--- src/rtl/ds_operand_scoreboard_if.sv ---
// Decode-stage operand/hazard bundle: source addresses, regfile data, per-stage writer info,
// long-writer completion/flush inputs and the resolved operands plus ds_ready_go outputs.
interface ds_operand_scoreboard_if #(
  parameter int DATA_W = 32,
  parameter int NREG   = 32,
  parameter int NFWD   = 3
);
  localparam int AW = $clog2(NREG);

  logic                   ds_valid;
  logic                   es_allowin;
  logic [AW-1:0]          rj_addr;
  logic [AW-1:0]          rkd_addr;
  logic                   rj_use;
  logic                   rkd_use;
  logic [AW-1:0]          ds_dest;
  logic                   ds_gr_we;
  logic                   ds_is_long;
  logic [DATA_W-1:0]      rf_rdata1;
  logic [DATA_W-1:0]      rf_rdata2;
  logic [NFWD-1:0]        fwd_we;
  logic [NFWD*AW-1:0]     fwd_dest;
  logic [NFWD*DATA_W-1:0] fwd_data;
  logic [NFWD-1:0]        fwd_rdy;
  logic                   long_done;
  logic [AW-1:0]          long_dest;
  logic                   flush;
  logic [DATA_W-1:0]      rj_value;
  logic [DATA_W-1:0]      rkd_value;
  logic                   ds_ready_go;
  logic                   long_pending;

  modport master (
    output ds_valid, es_allowin, rj_addr, rkd_addr, rj_use, rkd_use,
           ds_dest, ds_gr_we, ds_is_long, rf_rdata1, rf_rdata2,
           fwd_we, fwd_dest, fwd_data, fwd_rdy, long_done, long_dest, flush,
    input  rj_value, rkd_value, ds_ready_go, long_pending
  );

  modport slave (
    input  ds_valid, es_allowin, rj_addr, rkd_addr, rj_use, rkd_use,
           ds_dest, ds_gr_we, ds_is_long, rf_rdata1, rf_rdata2,
           fwd_we, fwd_dest, fwd_data, fwd_rdy, long_done, long_dest, flush,
    output rj_value, rkd_value, ds_ready_go, long_pending
  );
endinterface

--- src/rtl/ds_operand_scoreboard.sv ---
// Decode operand resolution + hazard detection with a registered long-latency-writer scoreboard.
// Zero-latency operand/ready path; DS_BYPASS_EN enables forwarding, otherwise any in-flight writer match stalls.
module ds_operand_scoreboard #(
  parameter int DATA_W = 32,
  parameter int NREG   = 32,
  parameter int NFWD   = 3
) (
  input logic                   clk,
  input logic                   reset,
  ds_operand_scoreboard_if.slave bus
);
  localparam int AW = $clog2(NREG);

  logic [NREG-1:0]   sb_q, sb_d;
  logic              rj_nz, rkd_nz, dest_nz;
  logic              rj_hit, rkd_hit;
  logic              rj_fwd_stall, rkd_fwd_stall;
  logic              rj_stall, rkd_stall, waw_stall;
  logic              ds_fire;
`ifdef DS_BYPASS_EN
  logic              rj_sel_rdy, rkd_sel_rdy;
  logic [DATA_W-1:0] rj_sel_dat, rkd_sel_dat;
`else
  logic              unused_fwd;
  assign unused_fwd = ^{bus.fwd_data, bus.fwd_rdy};
`endif

  assign rj_nz   = (bus.rj_addr  != '0);
  assign rkd_nz  = (bus.rkd_addr != '0);
  assign dest_nz = (bus.ds_dest  != '0);

  // Walk from the farthest stage inward so the nearest match (lowest index) wins.
  always_comb begin
    rj_hit  = 1'b0;
    rkd_hit = 1'b0;
`ifdef DS_BYPASS_EN
    rj_sel_rdy  = 1'b1;
    rkd_sel_rdy = 1'b1;
    rj_sel_dat  = '0;
    rkd_sel_dat = '0;
`endif
    for (int k = NFWD - 1; k >= 0; k--) begin
      if (bus.fwd_we[k] && rj_nz && (bus.fwd_dest[k*AW +: AW] == bus.rj_addr)) begin
        rj_hit = 1'b1;
`ifdef DS_BYPASS_EN
        rj_sel_rdy = bus.fwd_rdy[k];
        rj_sel_dat = bus.fwd_data[k*DATA_W +: DATA_W];
`endif
      end
      if (bus.fwd_we[k] && rkd_nz && (bus.fwd_dest[k*AW +: AW] == bus.rkd_addr)) begin
        rkd_hit = 1'b1;
`ifdef DS_BYPASS_EN
        rkd_sel_rdy = bus.fwd_rdy[k];
        rkd_sel_dat = bus.fwd_data[k*DATA_W +: DATA_W];
`endif
      end
    end
  end

`ifdef DS_BYPASS_EN
  assign bus.rj_value   = rj_hit  ? rj_sel_dat  : bus.rf_rdata1;
  assign bus.rkd_value  = rkd_hit ? rkd_sel_dat : bus.rf_rdata2;
  assign rj_fwd_stall   = rj_hit  & ~rj_sel_rdy;
  assign rkd_fwd_stall  = rkd_hit & ~rkd_sel_rdy;
`else
  assign bus.rj_value   = bus.rf_rdata1;
  assign bus.rkd_value  = bus.rf_rdata2;
  assign rj_fwd_stall   = rj_hit;
  assign rkd_fwd_stall  = rkd_hit;
`endif

  // sb_q[0] is never set, so r0 needs no explicit exclusion in these lookups.
  assign rj_stall   = bus.rj_use  & (sb_q[bus.rj_addr]  | rj_fwd_stall);
  assign rkd_stall  = bus.rkd_use & (sb_q[bus.rkd_addr] | rkd_fwd_stall);
  assign waw_stall  = bus.ds_gr_we & sb_q[bus.ds_dest];

  assign bus.ds_ready_go  = ~(rj_stall | rkd_stall | waw_stall);
  assign ds_fire          = bus.ds_valid & bus.ds_ready_go & bus.es_allowin;
  assign bus.long_pending = |sb_q;

  // Clear before set: a same-register collision is impossible because WAW blocks the fire.
  always_comb begin
    sb_d = sb_q;
    if (bus.long_done) begin
      sb_d[bus.long_dest] = 1'b0;
    end
    if (ds_fire && bus.ds_is_long && bus.ds_gr_we && dest_nz) begin
      sb_d[bus.ds_dest] = 1'b1;
    end
    if (bus.flush) begin
      sb_d = '0;
    end
  end

  always_ff @(posedge clk or posedge reset) begin
    if (reset) begin
      sb_q <= '0;
    end else begin
      sb_q <= sb_d;
    end
  end
endmodule

--- src/flat_wrapper.sv ---
// flat-port wrapper written by rule: the top's interface ports become plain ports
module ds_operand_scoreboard_flat 
#(
  parameter int DATA_W = 32,
  parameter int NREG   = 32,
  parameter int NFWD   = 3
)
  (clk, reset, bus_ds_valid, bus_es_allowin, bus_rj_addr, bus_rkd_addr, bus_rj_use, bus_rkd_use, bus_ds_dest, bus_ds_gr_we, bus_ds_is_long, bus_rf_rdata1, bus_rf_rdata2, bus_fwd_we, bus_fwd_dest, bus_fwd_data, bus_fwd_rdy, bus_long_done, bus_long_dest, bus_flush, bus_rj_value, bus_rkd_value, bus_ds_ready_go, bus_long_pending);
  ds_operand_scoreboard_if #(.DATA_W(DATA_W), .NREG(NREG), .NFWD(NFWD)) bus_i ();
  input logic clk;
  input logic reset;
  input wire logic [$bits(bus_i.ds_valid)-1:0] bus_ds_valid;
  input wire logic [$bits(bus_i.es_allowin)-1:0] bus_es_allowin;
  input wire logic [$bits(bus_i.rj_addr)-1:0] bus_rj_addr;
  input wire logic [$bits(bus_i.rkd_addr)-1:0] bus_rkd_addr;
  input wire logic [$bits(bus_i.rj_use)-1:0] bus_rj_use;
  input wire logic [$bits(bus_i.rkd_use)-1:0] bus_rkd_use;
  input wire logic [$bits(bus_i.ds_dest)-1:0] bus_ds_dest;
  input wire logic [$bits(bus_i.ds_gr_we)-1:0] bus_ds_gr_we;
  input wire logic [$bits(bus_i.ds_is_long)-1:0] bus_ds_is_long;
  input wire logic [$bits(bus_i.rf_rdata1)-1:0] bus_rf_rdata1;
  input wire logic [$bits(bus_i.rf_rdata2)-1:0] bus_rf_rdata2;
  input wire logic [$bits(bus_i.fwd_we)-1:0] bus_fwd_we;
  input wire logic [$bits(bus_i.fwd_dest)-1:0] bus_fwd_dest;
  input wire logic [$bits(bus_i.fwd_data)-1:0] bus_fwd_data;
  input wire logic [$bits(bus_i.fwd_rdy)-1:0] bus_fwd_rdy;
  input wire logic [$bits(bus_i.long_done)-1:0] bus_long_done;
  input wire logic [$bits(bus_i.long_dest)-1:0] bus_long_dest;
  input wire logic [$bits(bus_i.flush)-1:0] bus_flush;
  output wire logic [$bits(bus_i.rj_value)-1:0] bus_rj_value;
  output wire logic [$bits(bus_i.rkd_value)-1:0] bus_rkd_value;
  output wire logic [$bits(bus_i.ds_ready_go)-1:0] bus_ds_ready_go;
  output wire logic [$bits(bus_i.long_pending)-1:0] bus_long_pending;
  assign bus_i.ds_valid = bus_ds_valid;
  assign bus_i.es_allowin = bus_es_allowin;
  assign bus_i.rj_addr = bus_rj_addr;
  assign bus_i.rkd_addr = bus_rkd_addr;
  assign bus_i.rj_use = bus_rj_use;
  assign bus_i.rkd_use = bus_rkd_use;
  assign bus_i.ds_dest = bus_ds_dest;
  assign bus_i.ds_gr_we = bus_ds_gr_we;
  assign bus_i.ds_is_long = bus_ds_is_long;
  assign bus_i.rf_rdata1 = bus_rf_rdata1;
  assign bus_i.rf_rdata2 = bus_rf_rdata2;
  assign bus_i.fwd_we = bus_fwd_we;
  assign bus_i.fwd_dest = bus_fwd_dest;
  assign bus_i.fwd_data = bus_fwd_data;
  assign bus_i.fwd_rdy = bus_fwd_rdy;
  assign bus_i.long_done = bus_long_done;
  assign bus_i.long_dest = bus_long_dest;
  assign bus_i.flush = bus_flush;
  assign bus_rj_value = bus_i.rj_value;
  assign bus_rkd_value = bus_i.rkd_value;
  assign bus_ds_ready_go = bus_i.ds_ready_go;
  assign bus_long_pending = bus_i.long_pending;
  ds_operand_scoreboard #(.DATA_W(DATA_W), .NREG(NREG), .NFWD(NFWD)) u_core (.clk(clk), .reset(reset), .bus(bus_i));
endmodule
--- config.mk ---
export PLATFORM = sky130hd
export DESIGN_NAME = ds_operand_scoreboard_flat
export DESIGN_NICKNAME = d
export VERILOG_FILES = /design/src/rtl/ds_operand_scoreboard_if.sv /design/src/rtl/ds_operand_scoreboard.sv /design/src/flat_wrapper.sv
export SDC_FILE = /design/constraint.sdc
export NUM_CORES = 1
export LEC_CHECK = 0
export ABC_AREA = 1
export CAP_MARGIN = 40
export CORE_ASPECT_RATIO = 0.9
export CORE_MARGIN = 2
export CORE_UTILIZATION = 36
export CTS_CLUSTER_SIZE = 30
export DETAILED_ROUTE_END_ITERATION = 6
export PLACE_DENSITY = 0.84
export SYNTH_ARGS = -nofsm -noshare
export SYNTH_HDL_FRONTEND = slang
export SYNTH_SLANG_ARGS = --single-unit
--- constraint.sdc ---
create_clock -name clk -period 3.4 [get_ports clk]
set_clock_uncertainty 0.1 [all_clocks]
set_input_delay 0.85 -clock clk [delete_from_list [all_inputs] [get_ports clk]]
set_output_delay 0.85 -clock clk [all_outputs]
set_load 0.02 [all_outputs]
==> results.json, run 1 <==
{
  "setup.worst_path.class": "in -> out",
  "worst_hold_path_type": "reg -> reg",
  "synth-compound-area-share": 0.1082,
  "via_count_of_the_first_global_routing_pass": 4013,
  "synth_largest_area_cell": "sky130_fd_sc_hd__nand2_1",
  "portBuffers": 49,
  "gp_congestion": 0.9583,
  "yosysUniqueCellTypes": 25,
  "detailed_routing_iteration_count_for_the_pre_antenna_repair_pass": 5,
  "die_y_um": 101.8,
  "async_flop_share": 1.000,
  "critical_path_arrival_ns": 2.39,
  "instance_count_of_the_mapped_netlist": 662,
  "layout_min_cycle_time_ns": 3.339,
  "initial_cell_density_of_the_core": 0.3720,
  "largest-register": "u_core.sb_q",
  "max_freq_mhz": 299.5,
  "synthTopCellsByArea": "sky130_fd_sc_hd__nand2_1 (21%), sky130_fd_sc_hd__dfrtp_1 (21%), sky130_fd_sc_hd__buf_4 (13%)",
  "detail_route.iter0.violations": 765,
  "max-clock-path-buffers": 2,
  "post-route-drc-count": 0,
  "worst_slew_pin_tran_ns": 0.4173,
  "setup.reg_to_reg.worst_slack_ns": 1.30,
  "clk_latency_ns": 0.28,
  "synthesis.area_per_instance_um2": 5.783,
  "num_antenna_cells": 0,
  "cap_violations": 0,
  "pwr-share-clk": 0.418,
  "total_grt_usage": 0.2393,
  "totalNegativeSetupSlack_ns": 0,
  "postRouteAntennaNets": 0,
  "i_o_pin_total": 277,
  "status": "complete, no violations",
  "grt_start_max_net_pins": 33,
  "maxSlewHeadroom": 0.7218,
  "floorplan.die.width_um": 112.7,
  "synth.ff_latch_count": 32,
  "core_mm2": 0.01029,
  "report.final.setup_viol": 0,
  "syn2layout_area_growth_pct": 15.92,
  "place_area_mm2": 0.004156,
  "power.leakage_nw": 2.167,
  "synth_mux_area_frac": 0,
  "seq_power_share": 0.317,
  "syn-num-nets": 873,
  "post_drt_wl_per_cell_um": 17.73,
  "post-layout-total-power_w": 0.001209,
  "placementRows": 35,
  "postCtsHoldBufs": 0,
  "clock_edge_transition_at_the_registers_on_the_reported_setup_and_hold_paths_ns": 0.06,
  "grt_pass1_wl_um": 21460,
  "dp.final_hpwl_um": 10120,
  "vias_per_cell": 5.623,
  "reg_top3": "u_core.sb_q x32",
  "cts_buffers": 5,
  "critPathLaunchType": "input pin",
  "number_of_enable_type_register_cells_in_the_synthesized_netlist": 0,
  "synth_simple_gate_area_share": 0.4601,
  "seq_area_frac_synth": 0.2092,
  "comb_power_share": 0.265,
  "htreeDepth": 2,
  "die_area_mm2": 0.01148,
  "most_frequent_cell_after_synthesis": "sky130_fd_sc_hd__nand2_1",
  "routed_wl_um": 14150,
  "cellPowerDensity_mw_per_mm2": 272.4,
  "timing.final.crit_share": 0.9821,
  "worst_ir_drop_vdd_mv": 0.2439,
  "routed_via_count": 4487,
  "worst_setup_path_end_kind": "output port",
  "max_reg_flops": 32,
  "tritoncts": "yes",
  "p_sw_frac": 0.2956,
  "cts_root_buffer": "sky130_fd_sc_hd__clkbuf_16",
  "yosys.area.top_type_share": 0.2118,
  "layout.cell_area.non_filler_mm2": 0.004438,
  "synthFlopType": "sky130_fd_sc_hd__dfrtp_1",
  "clock_sinks": 32,
  "worstPathMaxFanout": 3,
  "antenna_violations_before_repair": 0,
  "synthesis.yosys.warnings": 0,
  "fillerInstances": 1035,
  "switching_power_w": 0.0003574,
  "net_total_in_the_final_layout": 879,
  "post_synth_most_frequent_cells": "sky130_fd_sc_hd__nand2_1 (216), sky130_fd_sc_hd__nand3_1 (76), sky130_fd_sc_hd__buf_4 (67)",
  "yosys.area_share.adder": 0,
  "synth_top_family_by_area": "simple AND/OR/NAND/NOR gates",
  "timing_hold_violations_final": 0,
  "synth-xor-area-share": 0.002288,
  "syn_area_mm2": 0.003829,
  "final_layout_size_suffix_gt1_frac": 0.1241,
  "report.final.slew_viol_count": 0,
  "critPathRequiredTime_ns": 2.45,
  "globalRouteOverflowTotal": 0,
  "cellInternalPower_w": 0.0008518
}
[layer usage]
layer  global-route usage  routed length, um  up-vias
met5                    0                  0        -
met4               0.1482                922        0
met3              0.09727               2314       79
met2               0.3505               5920      312
met1               0.2952               4989     1973
li1                     -                  -     2123
[cells in the final DEF, fill, tap and decap left out, drive strengths merged]
master and instances:
nand2 217, nand3 77, nor2 61, inv 46, o21ai 43, buf 43
a21oi 36, nand4 34, dfrtp 32, clkdlybuf4s50 21, dlymetal6s2s 15, nor3 10
dlygate4sd2 9, nor4 8, clkbuf 8, clkinv 3, xor2 1, o21bai 1
and2 1, or3 1, bufinv 1, clkdlybuf4s15 1
[critical path, cell delays in order]
cell,delay [ns]
sky130_fd_sc_hd__clkdlybuf4s50_1,0.55
sky130_fd_sc_hd__inv_2,0.06
sky130_fd_sc_hd__nand2_1,0.06
sky130_fd_sc_hd__nand2_1,0.05
sky130_fd_sc_hd__nor2_1,0.10
sky130_fd_sc_hd__nand3_1,0.11
sky130_fd_sc_hd__nand3_2,0.09
sky130_fd_sc_hd__nand2_1,0.05
sky130_fd_sc_hd__nand3_1,0.08
sky130_fd_sc_hd__nand2_2,0.08
sky130_fd_sc_hd__and2_1,0.16
sky130_fd_sc_hd__buf_4,0.15
[path summary, 6_finish.rpt]
check,start,to,depth (start not counted)
max,bus_fwd_dest[6],bus_ds_ready_go,12
min,u_core.sb_q[0],u_core.sb_q[0],2
max reg2reg,u_core.sb_q[29],u_core.sb_q[24],10
min reg2reg,u_core.sb_q[0],u_core.sb_q[0],2
max in group asynchronous,reset,u_core.sb_q[6],3
min in group asynchronous,reset,u_core.sb_q[27],3
[power groups by stage]
stage          Combinational [W]  Sequential (W)  Clock (W)
2_1_floorplan           0.000277        0.000389          0
3_3_place_gp            0.000304        0.000390          0
3_5_place_dp            0.000307        0.000390          0
4_1_cts                 0.000311        0.000383   0.000506
5_1_grt                 0.000350        0.000383   0.000525
6_report                0.000320        0.000383   0.000506
[per-stage QoR]
step,cells,worst slack (ns),utilization,hold slack (ns)
2_1_floorplan,662,0.3130,-,0.4284
3_3_place_gp,789,-0.6096,0.4039,0.4912
3_5_place_dp,789,-0.6001,0.4039,0.5011
4_1_cts,797,0.0004756,0.4242,0.5110
5_1_grt,798,-0.001133,0.4312,0.5347
6_report,798,0.06100,0.4312,0.5170
[layout make-up]
| type | instances | area [um^2] | share of cell area |
|---|---|---|---|
| clock buffers | 6 | 128.9 | 0.02904 |
| clock inverters | 2 | 35.03 | 0.007894 |
| repair inverters | 1 | 6.256 | 0.001410 |
| well taps | 129 | 161.4 | 0.03637 |
| flip-flops and latches | 32 | 800.8 | 0.1804 |
| repair buffers | 91 | 863.3 | 0.1945 |
| multi-input cells | 490 | 2255 | 0.5080 |
| inverters | 47 | 187.7 | 0.04229 |
[what timing repair did]
| item | CTS | global route |
|---|---|---|
| cloned | 0 | 1 |
| gates resized for setup | 37 | 33 |
| endpoints found under the hold margin | 0 | 0 |
| buffers inserted | 0 | 0 |
| setup endpoints to repair | 1 | 1 |
| pin swaps | 1 | 6 |
[cell families after synthesis]
logic type | after synthesis
and+or+nand+nor | 409
xor gates and xnor gates | 1
buffers and inverters | 140
DFF | 32
AOI/OAI and AO/OA | 80
Note: power is estimated with default switching activity, not from simulation.
==> run 2, diff against run 1 <==
- SKIP_CTS_REPAIR_TIMING: not set -> 1
==> run 2 against run 1 <==
Net effect: power increased by 0.54%; sequential power about the same; largest power group unchanged; global-route usage decreased by 0.23 points.
==> results.json, run 2 (synthesized netlist as in run 1, its figures left out) <==
{
  "critPathLaunchType": "input pin",
  "pwr-share-clk": 0.416,
  "globalRouteOverflowTotal": 0,
  "die_y_um": 101.8,
  "postRouteAntennaNets": 0,
  "tritoncts": "yes",
  "net_total_in_the_final_layout": 880,
  "setup.worst_path.class": "in -> out",
  "timing_hold_violations_final": 0,
  "core_mm2": 0.01029,
  "i_o_pin_total": 277,
  "cp_top_family": "simple AND/OR/NAND/NOR gates",
  "maxSlewHeadroom": 0.7138,
  "critPathBufInv": 2,
  "place_area_mm2": 0.004156,
  "clk_latency_ns": 0.28,
  "grt_pass1_wl_um": 21250,
  "antenna_violations_before_repair": 0,
  "final_common_cell": "sky130_fd_sc_hd__nand2_1",
  "via_count_of_the_first_global_routing_pass": 4002,
  "final_layout_size_suffix_gt1_frac": 0.1239,
  "max_freq_mhz": 308.8,
  "largest-register": "u_core.sb_q",
  "critical_path_arrival_ns": 2.29,
  "critPathRequiredTime_ns": 2.45,
  "cap_violations": 0,
  "placementRows": 35,
  "grt_start_max_net_pins": 33,
  "num_antenna_cells": 0,
  "die_area_mm2": 0.01148,
  "crit_slowest_cell": "sky130_fd_sc_hd__clkdlybuf4s50_1",
  "post_drt_wl_per_cell_um": 17.93,
  "detailed_routing_iteration_count_for_the_pre_antenna_repair_pass": 5,
  "vias_per_cell": 5.615,
  "worst_ir_drop_vdd_mv": 0.2436,
  "detail_route.iter0.violations": 690,
  "worst_setup_path_end_kind": "output port",
  "worstPathMaxFanout": 2,
  "max-clock-path-buffers": 2,
  "report.final.setup_viol": 0,
  "initial_cell_density_of_the_core": 0.3720,
  "power.leakage_nw": 2.290,
  "comb_power_share": 0.269,
  "dpl.cell_count": 789,
  "clock_edge_transition_at_the_registers_on_the_reported_setup_and_hold_paths_ns": 0.06,
  "total_grt_usage": 0.2369,
  "status": "complete, no violations",
  "routed_wl_um": 14320,
  "crit_path_cell_trace": "clkdlybuf4s50_1 -> nand2_1 -> nor2_1 -> nand3_1 -> nand3_1 -> nand2_1 -> nand3_2 -> a21oi_4 -> and2_1 -> buf_4",
  "htreeDepth": 2,
  "seq_power_share": 0.315,
  "worst_hold_path_type": "reg -> reg",
  "timing.final.crit_share": 0.9525,
  "layout_min_cycle_time_ns": 3.239,
  "post-route-drc-count": 0,
  "layout.cells.most_common_list": "sky130_fd_sc_hd__nand2_1 (215), sky130_fd_sc_hd__nand3_1 (74), sky130_fd_sc_hd__nor2_1 (60)",
  "rsz_0062_raised_after_global_routing": "false",
  "routed_via_count": 4486,
  "worst_slew_pin_tran_ns": 0.4293,
  "floorplan.die.width_um": 112.7,
  "portBuffers": 49,
  "clock_sinks": 32,
  "max_reg_flops": 32,
  "reg_top3": "u_core.sb_q x32",
  "syn2layout_area_growth_pct": 17.91,
  "layout.cell_area.non_filler_mm2": 0.004514,
  "switching_power_w": 0.0003587,
  "p_sw_frac": 0.2951,
  "instances_no_fill": 799,
  "gp_congestion": 0.9583,
  "cts_root_buffer": "sky130_fd_sc_hd__clkbuf_16",
  "cp_slowest_stage_delay_ns": 0.48,
  "report.final.slew_viol_count": 0,
  "cellPowerDensity_mw_per_mm2": 269.3,
  "cts_buffers": 5,
  "cellInternalPower_w": 0.0008570,
  "dp.final_hpwl_um": 10120
}
[run 2: cell type report]
class | count | area [um^2]
clock buffer | 6 | 128.9
tap | 129 | 161.4
fill | 1022 | 5777
sequential | 32 | 800.8
clock inverter | 2 | 35.03
inverter | 47 | 187.7
multi-input combinational | 490 | 2255
timing repair inverter | 1 | 7.507
timing repair buffer | 92 | 938.4
[run 2: final timing paths]
check	endpoint	cells past startpoint	start	slack (ns)
min in group asynchronous	u_core.sb_q[26]	3	reset	0.86
worst min register to register	u_core.sb_q[0]	2	u_core.sb_q[0]	0.52
worst max-delay path	bus_ds_ready_go	10	bus_fwd_we[1]	0.16
max in group asynchronous	u_core.sb_q[6]	3	reset	2.03
worst min-delay path	u_core.sb_q[0]	2	u_core.sb_q[0]	0.52
worst max register to register	u_core.sb_q[24]	10	u_core.sb_q[29]	1.27
[run 2: power groups by stage]
| stage | Sequential [W] | Clock [W] | Combinational [W] |
|---|---|---|---|
| floorplan | 0.000389 | 0 | 0.000277 |
| global placement | 0.000390 | 0 | 0.000304 |
| detailed placement | 0.000390 | 0 | 0.000307 |
| CTS | 0.000383 | 0.000506 | 0.000309 |
| global route | 0.000383 | 0.000525 | 0.000356 |
| finish | 0.000383 | 0.000505 | 0.000327 |
[run 2: worst reg2reg max path, cell delays in order, from the launching register on]
cell                      delay [ns]
sky130_fd_sc_hd__dfrtp_1        0.52
sky130_fd_sc_hd__nand2_1        0.13
sky130_fd_sc_hd__nand3_1        0.08
sky130_fd_sc_hd__nand3_1        0.09
sky130_fd_sc_hd__nand3_1        0.09
sky130_fd_sc_hd__nand2_1        0.08
sky130_fd_sc_hd__nand3_2        0.12
sky130_fd_sc_hd__a21oi_4        0.19
sky130_fd_sc_hd__buf_4          0.33
sky130_fd_sc_hd__nand4_1        0.15
sky130_fd_sc_hd__a21oi_1        0.17
[run 2: metal layers]
layer,up-vias,global-route usage,wire length [um]
met4,0,0.1482,921
met2,291,0.3491,6080
met5,-,0,0
li1,2122,-,-
met3,78,0.09727,2242
met1,1995,0.2895,5080
[run 2: per-stage QoR]
| stage | power [W] | hold slack, ns | TNS, ns | worst slack [ns] | util |
|---|---|---|---|---|---|
| 5_1_grt | 0.001264 | 0.5347 | 0 | 0.02856 | 0.4387 |
| 6_report | 0.001216 | 0.5174 | 0 | 0.1614 | 0.4387 |
| 3_5_place_dp | 0.0006963 | 0.5011 | -0.6001 | -0.6001 | 0.4039 |
| 2_1_floorplan | 0.0006663 | 0.4284 | 0 | 0.3130 | - |
| 4_1_cts | 0.001198 | 0.5110 | -0.6176 | -0.6176 | 0.4198 |
| 3_3_place_gp | 0.0006936 | 0.4912 | -0.6096 | -0.6096 | 0.4039 |
